===== src/rtl/johnson_phase_ctrl.sv =====
// Johnson (twisted-ring) phase sequencer: bursts of N steps, free-run, hold,
// abort and direct loading of a legal phase code.
module johnson_phase_ctrl #(
    parameter int WIDTH = 4,
    parameter int CNT_W = 8
) (
    input  logic             clk,
    input  logic             rst_n,
    input  logic             start,
    input  logic [CNT_W-1:0] steps,
    input  logic             cont,
    input  logic             dir,
    input  logic             hold,
    input  logic             stop,
    input  logic             load,
    input  logic [WIDTH-1:0] load_val,
    output logic [WIDTH-1:0] phase,
    output logic             busy,
    output logic             done,
    output logic [CNT_W-1:0] remain,
    output logic             err
);
    typedef enum logic {IDLE, RUN} state_t;

    localparam logic [WIDTH-1:0] ONES = '1;
    localparam logic [CNT_W-1:0] ONE  = {{(CNT_W-1){1'b0}}, 1'b1};

    state_t           state_reg, state_next;
    logic [WIDTH-1:0] phase_reg, phase_next;
    logic [CNT_W-1:0] remain_reg, remain_next;
    logic             dir_reg, dir_next;
    logic             cont_reg, cont_next;
    logic             done_reg, done_next;
    logic             err_reg, err_next;

    // A legal code is a run of ones anchored at the LSB or at the MSB.
    logic [WIDTH:0] lsb_hit, msb_hit;
    logic           load_legal;

    generate
        for (genvar gi = 0; gi <= WIDTH; gi++) begin : g_legal
            assign lsb_hit[gi] = (load_val == (ONES >> gi));
            assign msb_hit[gi] = (load_val == (ONES << gi));
        end
    endgenerate

    assign load_legal = (|lsb_hit) | (|msb_hit);

    logic [WIDTH-1:0] step_right, step_left;
    assign step_right = {~phase_reg[0], phase_reg[WIDTH-1:1]};
    assign step_left  = {phase_reg[WIDTH-2:0], ~phase_reg[WIDTH-1]};

    always_comb begin
        state_next  = state_reg;
        phase_next  = phase_reg;
        remain_next = remain_reg;
        dir_next    = dir_reg;
        cont_next   = cont_reg;
        done_next   = 1'b0;
        err_next    = 1'b0;
        case (state_reg)
            IDLE: begin
                if (load) begin
                    if (load_legal) begin
                        phase_next = load_val;
                    end else begin
                        phase_next = '0;
                        err_next   = 1'b1;
                    end
                end else if (start) begin
                    if (!cont && steps == '0) begin
                        done_next = 1'b1;
                    end else begin
                        dir_next    = dir;
                        cont_next   = cont;
                        remain_next = cont ? '0 : steps;
                        state_next  = RUN;
                    end
                end
            end
            RUN: begin
                if (stop) begin
                    state_next  = IDLE;
                    remain_next = '0;
                end else if (!hold) begin
                    phase_next = dir_reg ? step_left : step_right;
                    if (!cont_reg) begin
                        // remain is at least 1 here, so the decrement cannot wrap.
                        remain_next = remain_reg - ONE;
                        if (remain_reg == ONE) begin
                            state_next = IDLE;
                            done_next  = 1'b1;
                        end
                    end
                end
            end
            default: state_next = IDLE;
        endcase
    end

    always_ff @(posedge clk) begin
        if (!rst_n) begin
            state_reg  <= IDLE;
            phase_reg  <= '0;
            remain_reg <= '0;
            dir_reg    <= 1'b0;
            cont_reg   <= 1'b0;
            done_reg   <= 1'b0;
            err_reg    <= 1'b0;
        end else begin
            state_reg  <= state_next;
            phase_reg  <= phase_next;
            remain_reg <= remain_next;
            dir_reg    <= dir_next;
            cont_reg   <= cont_next;
            done_reg   <= done_next;
            err_reg    <= err_next;
        end
    end

    assign phase  = phase_reg;
    assign busy   = (state_reg == RUN);
    assign done   = done_reg;
    assign remain = remain_reg;
    assign err    = err_reg;

endmodule


===== config.mk =====
export PLATFORM = sky130hd
export DESIGN_NAME = johnson_phase_ctrl
export DESIGN_NICKNAME = d
export VERILOG_FILES = /design/src/rtl/johnson_phase_ctrl.sv
export SDC_FILE = /design/constraint.sdc
export NUM_CORES = 1
export LEC_CHECK = 0
export CAP_MARGIN = 10
export CELL_PAD_IN_SITES_DETAIL_PLACEMENT = 1
export CELL_PAD_IN_SITES_GLOBAL_PLACEMENT = 1
export CORE_MARGIN = 1.5
export CORE_UTILIZATION = 47
export CTS_CLUSTER_SIZE = 25
export DETAILED_ROUTE_END_ITERATION = 6
export DONT_BUFFER_PORTS = 1
export GPL_TIMING_DRIVEN = 0
export PLACE_DENSITY_LB_ADDON = 0.1
export SLEW_MARGIN = 5
export SYNTH_ARGS = -nofsm -noshare
export SYNTH_HDL_FRONTEND = slang
export SYNTH_SLANG_ARGS = --single-unit

===== constraint.sdc =====
create_clock -name clk -period 4.7 [get_ports clk]
set_input_delay 0.94 -clock clk [delete_from_list [all_inputs] [get_ports clk]]
set_output_delay 0.94 -clock clk [all_outputs]
set_load 0.01 [all_outputs]

## Yosys cells after proc, flatten, opt, wreduce, memory -nomap -nowiden

Index checks and enable logic that the tools add are counted.

| word-level totals | value |
|---|---|
| register bits after elaboration | 17 |
| input port bits | 20 |
| output and inout bits | 15 |
| word-level logic and storage cells | 72 |

| cells by class | value |
|---|---|
| $add $sub $neg | 1 |
| equal/unequal tests | 16 |
| mux-type cells | 31 |
| bitwise gates (word level) | 7 |
| reductions and logical operators | 10 |

Operators with widths:

| cell | number |
|---|---|
| two-way mux 8 bit | 7 |
| two-way mux 4 bit | 5 |
| equality test 4 bit, second input constant | 4 |
| case mux 8 bit (2 select lines) | 1 |
| two-way mux 1 bit | 15 |
| inequality test 2 bit, second input constant | 6 |
| OR reduction 5 bit | 2 |
| equality test 8 x 1 -> 1 bit, second input constant | 1 |
| logical NOT 8 bit | 1 |
| case mux 4 bit (2 select lines) | 1 |
| subtractor 8 x 1 -> 8 bit, second input constant | 1 |
| inequality test 3 bit, second input constant | 2 |
| NOT 1 bit | 6 |
| AND reduction 5 bit | 1 |
| equality test 4 x 1 -> 1 bit, second input constant | 1 |
| equality test 4 x 2 -> 1 bit, second input constant | 1 |
| equality test 4 x 3 -> 1 bit, second input constant | 1 |
| logical NOT 4 bit | 1 |
| case mux 1 bit (2 select lines) | 2 |
| AND reduction 4 bit | 1 |
| AND reduction 3 bit | 1 |
| OR reduction 3 bit | 1 |
| logical AND 1 bit | 1 |
| logical NOT 1 bit | 1 |
| OR 1 bit | 1 |

## Depth between registers and ports, before layout

Gate-level depths: netlist of the first run.

| depth | value |
|---|---|
| depth in word-level cells | 6 |
| gate-level depth with buffers | 6 |
| gate-level depth less buffers | 6 |

## Least setup slack after synthesis of the first run

Ideal clock, no wire load.

| path | value |
|---|---|
| kind | input -> register |
| from | in steps[4] |
| to | reg remain_reg[2], in the netlist remain[2] |
| setup time | 0.117 ns |
| arrival | 2.037 ns |
| data required time | 4.583 ns |
| path slack | 2.545 ns |
| stages on the path | 5 |
| path buffers | 1 |
| path through | nor4_2 > a31oi_2 > or2_2 > buf_4 > a32o_1 |

| on the way | value |
|---|---|
| cells in the longest elaborated chain, start to end | 4 |

Ends and longest elaborated chain:

| what | RTL line | source |
|---|---|---|
| from (decl) | 10 | `input logic [CNT_W-1:0] steps,` |
| logical NOT 8 bit | 71 | `if (!cont && steps == '0) begin` |
| logical AND 1 bit | 71 |  |
| inequality test 2 bit (no source line) | n/a |  |
| AND reduction 5 bit (no source line) | n/a |  |
| to (signal assigned) | 113 | `remain_reg <= remain_next;` |
| to (decl) | 30 | `logic [CNT_W-1:0] remain_reg, remain_next;` |

No other way between the ends.
A chain may end at the register's enable or synchronous reset.

## Final worst setup path of the first run

| path | value |
|---|---|
| from | in steps[4] |
| to | reg remain_reg[0], in the netlist remain[0] |

Same word-level chain as after synthesis.

==> results.txt, run 1 <==
The number of buffers added on ports is 0. The largest stage delay on the critical path is 400 ps. TritonCTS built the clock tree. The global route total overflow came out at 0.

The final estimated routing congestion in global placement is 0.813. The kind of critical path is primary input to register. The cell sitting at the root of the clock tree is a sky130_fd_sc_hd__clkbuf_4. The final setup TNS is 0 ps. After detailed routing, the total wire length is 3.02 mm. Counting along the longest clock path gives a buffer depth of 2. The insertion delay to the later sink of the worst-skew pair is 310 ps.

The number of storage elements in the synthesis netlist came out at 17. The number of synthesized flops with an enable pin is 0. The number of max-cap violations is 0. The top achievable clock speed is 0.492 GHz. After routing the design area is 1120 um^2. The reported leakage power is 0.404 nW.

The global-route wire length before repair came out at 4.90 mm. The number of hold violations in the final report came out at 0. The post-synthesis sequential area ratio came out at 32.0%. The H-tree depth reported by CTS came out at 1.

After detailed routing, the number of vias per cell comes to 6.47. The floorplan core area is 2170 um^2. Walking the worst path, the cells encountered are nor4_2, a31oi_2, or2_2, buf_4, o211a_1. In this run the worst path has a maximum fanout of 8. The number of nets in the layout came out at 153. The number of global-route vias before repair came out at 1087.

Among cell families on the critical path, the largest total delay comes from simple AND/OR/NAND/NOR gates. The number of slew-limit violations in the final report is 0. The total power per unit cell area is 301 nW/um^2.

Measured along the y axis, the die boundary spans 50.5 um. The area share of the leading cell type in the synthesized netlist is 32.0%. The max-slew headroom at the worst pin came out at 57.5%.

The filler-free cell count of the finished design is 158. In the post-synthesis netlist, the biggest area contributors are sky130_fd_sc_hd__dfxtp_1 32%, sky130_fd_sc_hd__nor2_1 6.0%, sky130_fd_sc_hd__a21oi_1 2.8%. The worst slack on hold paths is 521 ps. Once detail routing completed, the nets flagged for antenna violations numbered 0. The synthesized netlist occupies a cell area of 1060 um^2.

The number of clock buffers inserted by TritonCTS is 3. Detailed placement finished with a half-perimeter wire length of 2.30 mm. STA classifies the critical path endpoint as a register. For the worst setup path, the data arrival time is 2240 ps. The data required time of the worst path is 4900 ps.

Counting every net in the synthesized netlist gives 148. Setup repair after global routing left no endpoint under its margin. The cell taking the most area after synthesis is sky130_fd_sc_hd__dfxtp_1. Of the total synthesized cell area, the portion taken by full adders, half adders and majority gates is 2.36%. Global routing used 26.0% of the available tracks.

The worst min-delay path class is register to register. The count of mapped cells out of synthesis is 126. The final setup violation count came out at 0. The number of antenna cells inserted came out at 0. The fraction of the mapped netlist area in simple logic gates came out at 22.4%. The flow ran to the end, and the final reports show no timing, DRC or antenna violations.

The count of vias placed by the detailed router came out at 1023. The clock-pin transition on the worst setup and hold timing paths is 100 ps. The first TritonRoute pass finished after 4 iterations.

The DRC violation total after the first TritonRoute iteration is 19. The average instance in the mapped netlist occupies 8.43 um^2. The area enclosed by the die boundary is 2550 um^2. Relative to the synthesized area, the layout overhead comes to 5.89%. The initial antenna violation count came out at 0.

The starting density of the core came out at 49.0%. Yosys mapped the design onto 47 distinct sky130hd cell types. By area, the combinational part of the netlist is dominated by compound AO/OA/AOI/OAI gates. The async set-or-reset flop fraction in the synthesized netlist is 0%. The Yosys step of the flow raised 0 warnings.

The DRC violations left is 0. In the synthesized netlist, mux cells make up 4.95% of the area. The die is 50.5 um wide. The post-CTS setup buffer count came out at 0. IR analysis of the VDD net gives a maximum drop of 178 uV.

In this run the cell area measured after placement is 1100 um^2. The area fraction in compound gates after synthesis is 30.3%. The number of buffers and inverters on the critical path is 1.

In the final routed layout, each cell accounts on average for 19.1 um. The register with the most flip-flops in the layout has 8 of them. At the pin with the least slew margin, the transition time is 635 ps. The clock arrives with 14.1 ps of skew. The instance count after placement with tap cells included is 154. The final critical-path required period came out at 2030 ps. The fraction of final layout cells with drive strength greater than 1 is 14.6%. The total number of clock tree sinks is 17.

The row count is 17. The worst setup path is launched from a primary input. The most used flip-flop cell after synthesis is sky130_fd_sc_hd__dfxtp_1. The largest individual stage delay along the critical path comes from the cell sky130_fd_sc_hd__nor4_2. The portion of the clock cycle consumed by the worst path in the final layout came out at 43.2%.

The post-cts hold buffer count came out at 0. The xor and xnor area share after synthesis is 1.65%. The largest net degree at the start of global routing is 11. The quantity of gates resized following cts came out at 0. The number of I/O pins came out at 35.
==> metal layers <==
| layer | global-route usage [%] | vias up | share of wire (%) |
|---|---|---|---|
| met4 | 12.2 | 0 | 1.9 |
| met2 | 49.6 | 30 | 55 |
| met5 | 0 | - | 0 |
| li1 | - | 483 | - |
| met3 | 5.36 | 6 | 4.4 |
| met1 | 26.6 | 504 | 39 |
==> cell usage after synthesis, drive strengths merged (3+ instances only) <==
library cell  number
nand2              8
nor4               4
mux2i              3
buf                4
inv                5
o31ai              3
a21oi              6
nor3               5
o21ai              6
dfxtp             17
nor2              17
a31oi              4
==> area by class of cell <==
type / instances / area, um^2
fillers: 287 / 1040
multi-input cells: 97 / 654
flip-flops and latches: 17 / 340
plain buffers: 6 / 45.0
well taps: 28 / 35.0
clock buffers: 3 / 22.5
inverters: 6 / 22.5
clock inverters: 1 / 5.00
==> placed cells by master (no fill, tap or decap), types with 3 or more instances in the layout <==
cell type / count
sky130_fd_sc_hd__nor3_1: 5
sky130_fd_sc_hd__inv_1: 5
sky130_fd_sc_hd__a31oi_1: 3
sky130_fd_sc_hd__a21oi_1: 6
sky130_fd_sc_hd__dfxtp_1: 17
sky130_fd_sc_hd__nand2_1: 8
sky130_fd_sc_hd__clkbuf_4: 3
sky130_fd_sc_hd__mux2i_1: 3
sky130_fd_sc_hd__nor2_1: 17
sky130_fd_sc_hd__o21ai_0: 6
sky130_fd_sc_hd__nor4_1: 3
sky130_fd_sc_hd__o31ai_1: 3
==> metrics by stage <==
step           total power [mW]  setup slack [ps]  utilization (%)
4_1_cts                   0.341              2670             51.8
6_report                  0.339              2670             51.8
3_3_place_gp              0.253              2370             50.6
3_5_place_dp              0.257              2350             50.6
2_1_floorplan             0.237              2550                -
5_1_grt                   0.355              2630             51.8
==> cell families (layout without fill, tap and decap cells) <==
group / after synthesis / count (layout)
buffers and inverters: 12 / 16
xor gates and xnor gates: 2 / 2
adders and majority gates: 2 / 2
and+or+nand+nor: 46 / 46
muxes: 5 / 5
AOI/OAI and AO/OA: 42 / 42
DFF: 17 / 17
==> power by group <==
group	leakage, nW	switching (mW)	internal, mW
logic	0.246	0.0440	0.0365
registers	0.140	0.0192	0.154
clock network	0.0177	0.0527	0.0318
==> tightest hold or removal path: stages, from the launching register on <==
cell and delay (ps):
sky130_fd_sc_hd__dfxtp_1 340, sky130_fd_sc_hd__mux2i_1 70, sky130_fd_sc_hd__nor2_1 80
==> final timing paths <==
kind,start,to,slack [ps],depth (start not counted)
min reg2reg,cont_reg$_SDFFE_PN0P_,cont_reg$_SDFFE_PN0P_,520,2
max reg2reg,busy$_SDFF_PN0_,remain[2]$_SDFFE_PN0P_,2890,6
max,steps[4],remain[0]$_SDFFE_PN0P_,2670,5
min,cont_reg$_SDFFE_PN0P_,cont_reg$_SDFFE_PN0P_,520,2
Power figures use the tool's default switching activity.
==> inputs of run 2 (changes only) <==
- CORE_UTILIZATION: 47 -> 40
- clock period: 4.7 -> 1.8 ns (I/O delays scaled with it)
==> run 2 against run 1 <==
  * Register-to-register slack worse by 2800 ps
  * Sequential share of layout area fell by 0.66 points
  * Final area increased by 2.2%
  * Critical path type is now register to register
  * Largest cell class unchanged
  * Largest power group unchanged
==> results.txt, run 2 (synthesis results as in run 1) <==
The min-delay analysis places its worst path in the category primary input to register. STA classifies the critical path endpoint as a register. Buffers added to address setup during post-CTS repair amount to 0. The number of iterations in the first detailed-routing pass is 4. The die is 54.5 um tall.

TritonCTS built the clock tree. The layout has 312 filler cells. The final route contains 1008 vias. The total design power came out at 0.876 mW. The final antenna-violating net count is 0. The overall fraction of global-route tracks in use came out at 21.9%. The global route total overflow came out at 0. The total number of clock tree sinks came out at 17. Including well taps, the total number of placed cells is 156.

The DRC violation total after the first TritonRoute iteration is 30. The area added between synthesis and finish came out at 8.24%. The register with the most flip-flops in the layout has 8 of them.

Hold is met by 209 ps. The number of nets in the layout is 154. Detailed placement ended at an HPWL of 2.24 mm. The number of hold violations in the final report came out at 0. The largest delay contributor family on the critical path is simple AND/OR/NAND/NOR gates.

The number of buffer and inverter stages on the critical path came out at 2. Setup repair after global routing left no endpoint under its margin. Data on the critical path arrives at its endpoint at 1910 ps. The tree is rooted in a sky130_fd_sc_hd__clkbuf_4.

The minimum setup slack after placement came out at 1.91 ps. The total power per unit cell area is 762 nW/um^2. The worst supply voltage drop on vdd came out at 490 uV. The die boundary width came out at 54.5 um. The routed design has 2.99 mm of wire. The transition time at the pin with the least slew margin came out at 628 ps.

The row count is 18. The area of all placed cells without fillers is 1150 um^2. The final setup TNS came out at 0 ps. After clock tree synthesis, the clock-pin slew on the worst setup and hold paths is 110 ps.

The initial antenna violation count came out at 0. The top achievable clock speed is 0.581 GHz. Pin placement for this block handled 35 I/O pins. The repair_antennas step left the layout with diodes totalling 0. Setup violations remaining at the end of the flow were counted as 0. The clock network accounts for 24.1% of the total power. The largest net degree at the start of global routing came out at 11.

The logic gate share of total power is 24.1%. In this run the tool buffered the top-level ports with 0 buffer cells. In the routed design, unresolved DRC markers number 0. At the end of routability-driven placement, the weighted congestion stood at 0.767. The worst-case setup margin in the final layout is 78.1 ps. The fraction of final layout cells with drive strength greater than 1 came out at 16.0%. For the final database, setup skew stands at 6.59 ps. The reported leakage power is 0.410 nW.

Measured on the finished design, the core utilization comes to 46.0%. The standard cell area after detailed placement is 1100 um^2. The number of vias per cell after detailed routing is 6.26. The largest stage delay on the critical path is 420 ps.

The net switching component of the power came out at 0.291 mW. Leaving out fill and tap cells, the most frequent cells in the layout are 17 x sky130_fd_sc_hd__nor2_1, 17 x sky130_fd_sc_hd__dfxtp_1, 8 x sky130_fd_sc_hd__nand2_1, 6 x sky130_fd_sc_hd__o21ai_0, 6 x sky130_fd_sc_hd__a21oi_1. Registers are responsible for 51.8% of the overall power. For the worst setup path, the data required time is 1990 ps.

Along the worst path, the maximum fanout reaches 10. The first global-routing pass estimated 4.57 mm of wire. The internal power came out at 0.584 mW.

The number of buffers on the longest clock path came out at 2. The starting density of the core is 42.5%. STA classifies the critical path startpoint as a register. The filler-free cell count of the finished design came out at 161. The portion of the clock cycle consumed by the worst path in the final layout came out at 95.7%.

Walking the worst path, the cells encountered are buf_6, or3b_4, a31oi_4, clkbuf_4, mux2i_1, nor2_1. The insertion delay to the later sink of the worst-skew pair is 300 ps. The number of slew-limit violations in the final report is 0. The floorplan step defined a die boundary enclosing 2970 um^2. The flow ran to the end, and the final reports show no timing, DRC or antenna violations. After detailed routing, the average wire length per cell comes to 18.5 um. The H-tree depth reported by CTS is 1. The number of max-cap violations is 0. On the critical path, the stage with the largest delay is an instance of sky130_fd_sc_hd__or3b_4. The net switching share of the total power is 33.3%. The max-slew headroom at the worst pin is 57.9%. The worst setup path is of the register to register kind. The final critical-path required period came out at 1720 ps. The core region is 2500 um^2. The number of clock buffers inserted by TritonCTS came out at 3. The number of global-route vias before repair came out at 946.
==> run 2: cell types whose count changed in the layout (fill, tap and decap cells not counted), sizes merged <==
cell | previous run | this run
clkbuf | 5 | 6
==> run 2: area by class of cell <==
type	instances	area, um^2	area share (%)
tap	30	37.5	3.26
timing repair buffer	1	7.51	0.653
buffer	6	45.0	3.92
multi-input combinational	97	669	58.2
inverter	6	22.5	1.96
clock buffer	3	22.5	1.96
clock inverter	1	5.00	0.435
sequential	17	340	29.6
==> run 2: final timing paths <==
kind	start	endpoint	slack [ps]	cells past startpoint
max	busy$_SDFF_PN0_	dir_reg$_SDFFE_PN0P_	80	6
min	steps[7]	remain[7]$_SDFFE_PN0P_	210	2
min reg2reg	cont_reg$_SDFFE_PN0P_	cont_reg$_SDFFE_PN0P_	520	2
max reg2reg	busy$_SDFF_PN0_	dir_reg$_SDFFE_PN0P_	80	6
==> run 2: metal layers <==
metal / track usage (%) / share of wire, % / wire length [um]
met4: 3.75 / 0.33 / 10
met3: 6.28 / 4.9 / 146
met1: 25.9 / 43 / 1290
met2: 39.4 / 52 / 1540
met5: 0 / 0 / 0
==> run 2: repair_timing <==
item / 4_1_cts / 5_1_grt
setup endpoints to repair: 0 / 6
hold buffers: 0 / 0
resized for setup: 0 / 3
==> run 2: power groups by stage <==
stage | clock, mW | combinational (mW) | sequential (mW)
2_1_floorplan | 0 | 0.168 | 0.451
3_3_place_gp | 0 | 0.202 | 0.461
3_5_place_dp | 0 | 0.206 | 0.462
4_1_cts | 0.222 | 0.207 | 0.453
5_1_grt | 0.229 | 0.236 | 0.459
6_report | 0.211 | 0.211 | 0.453
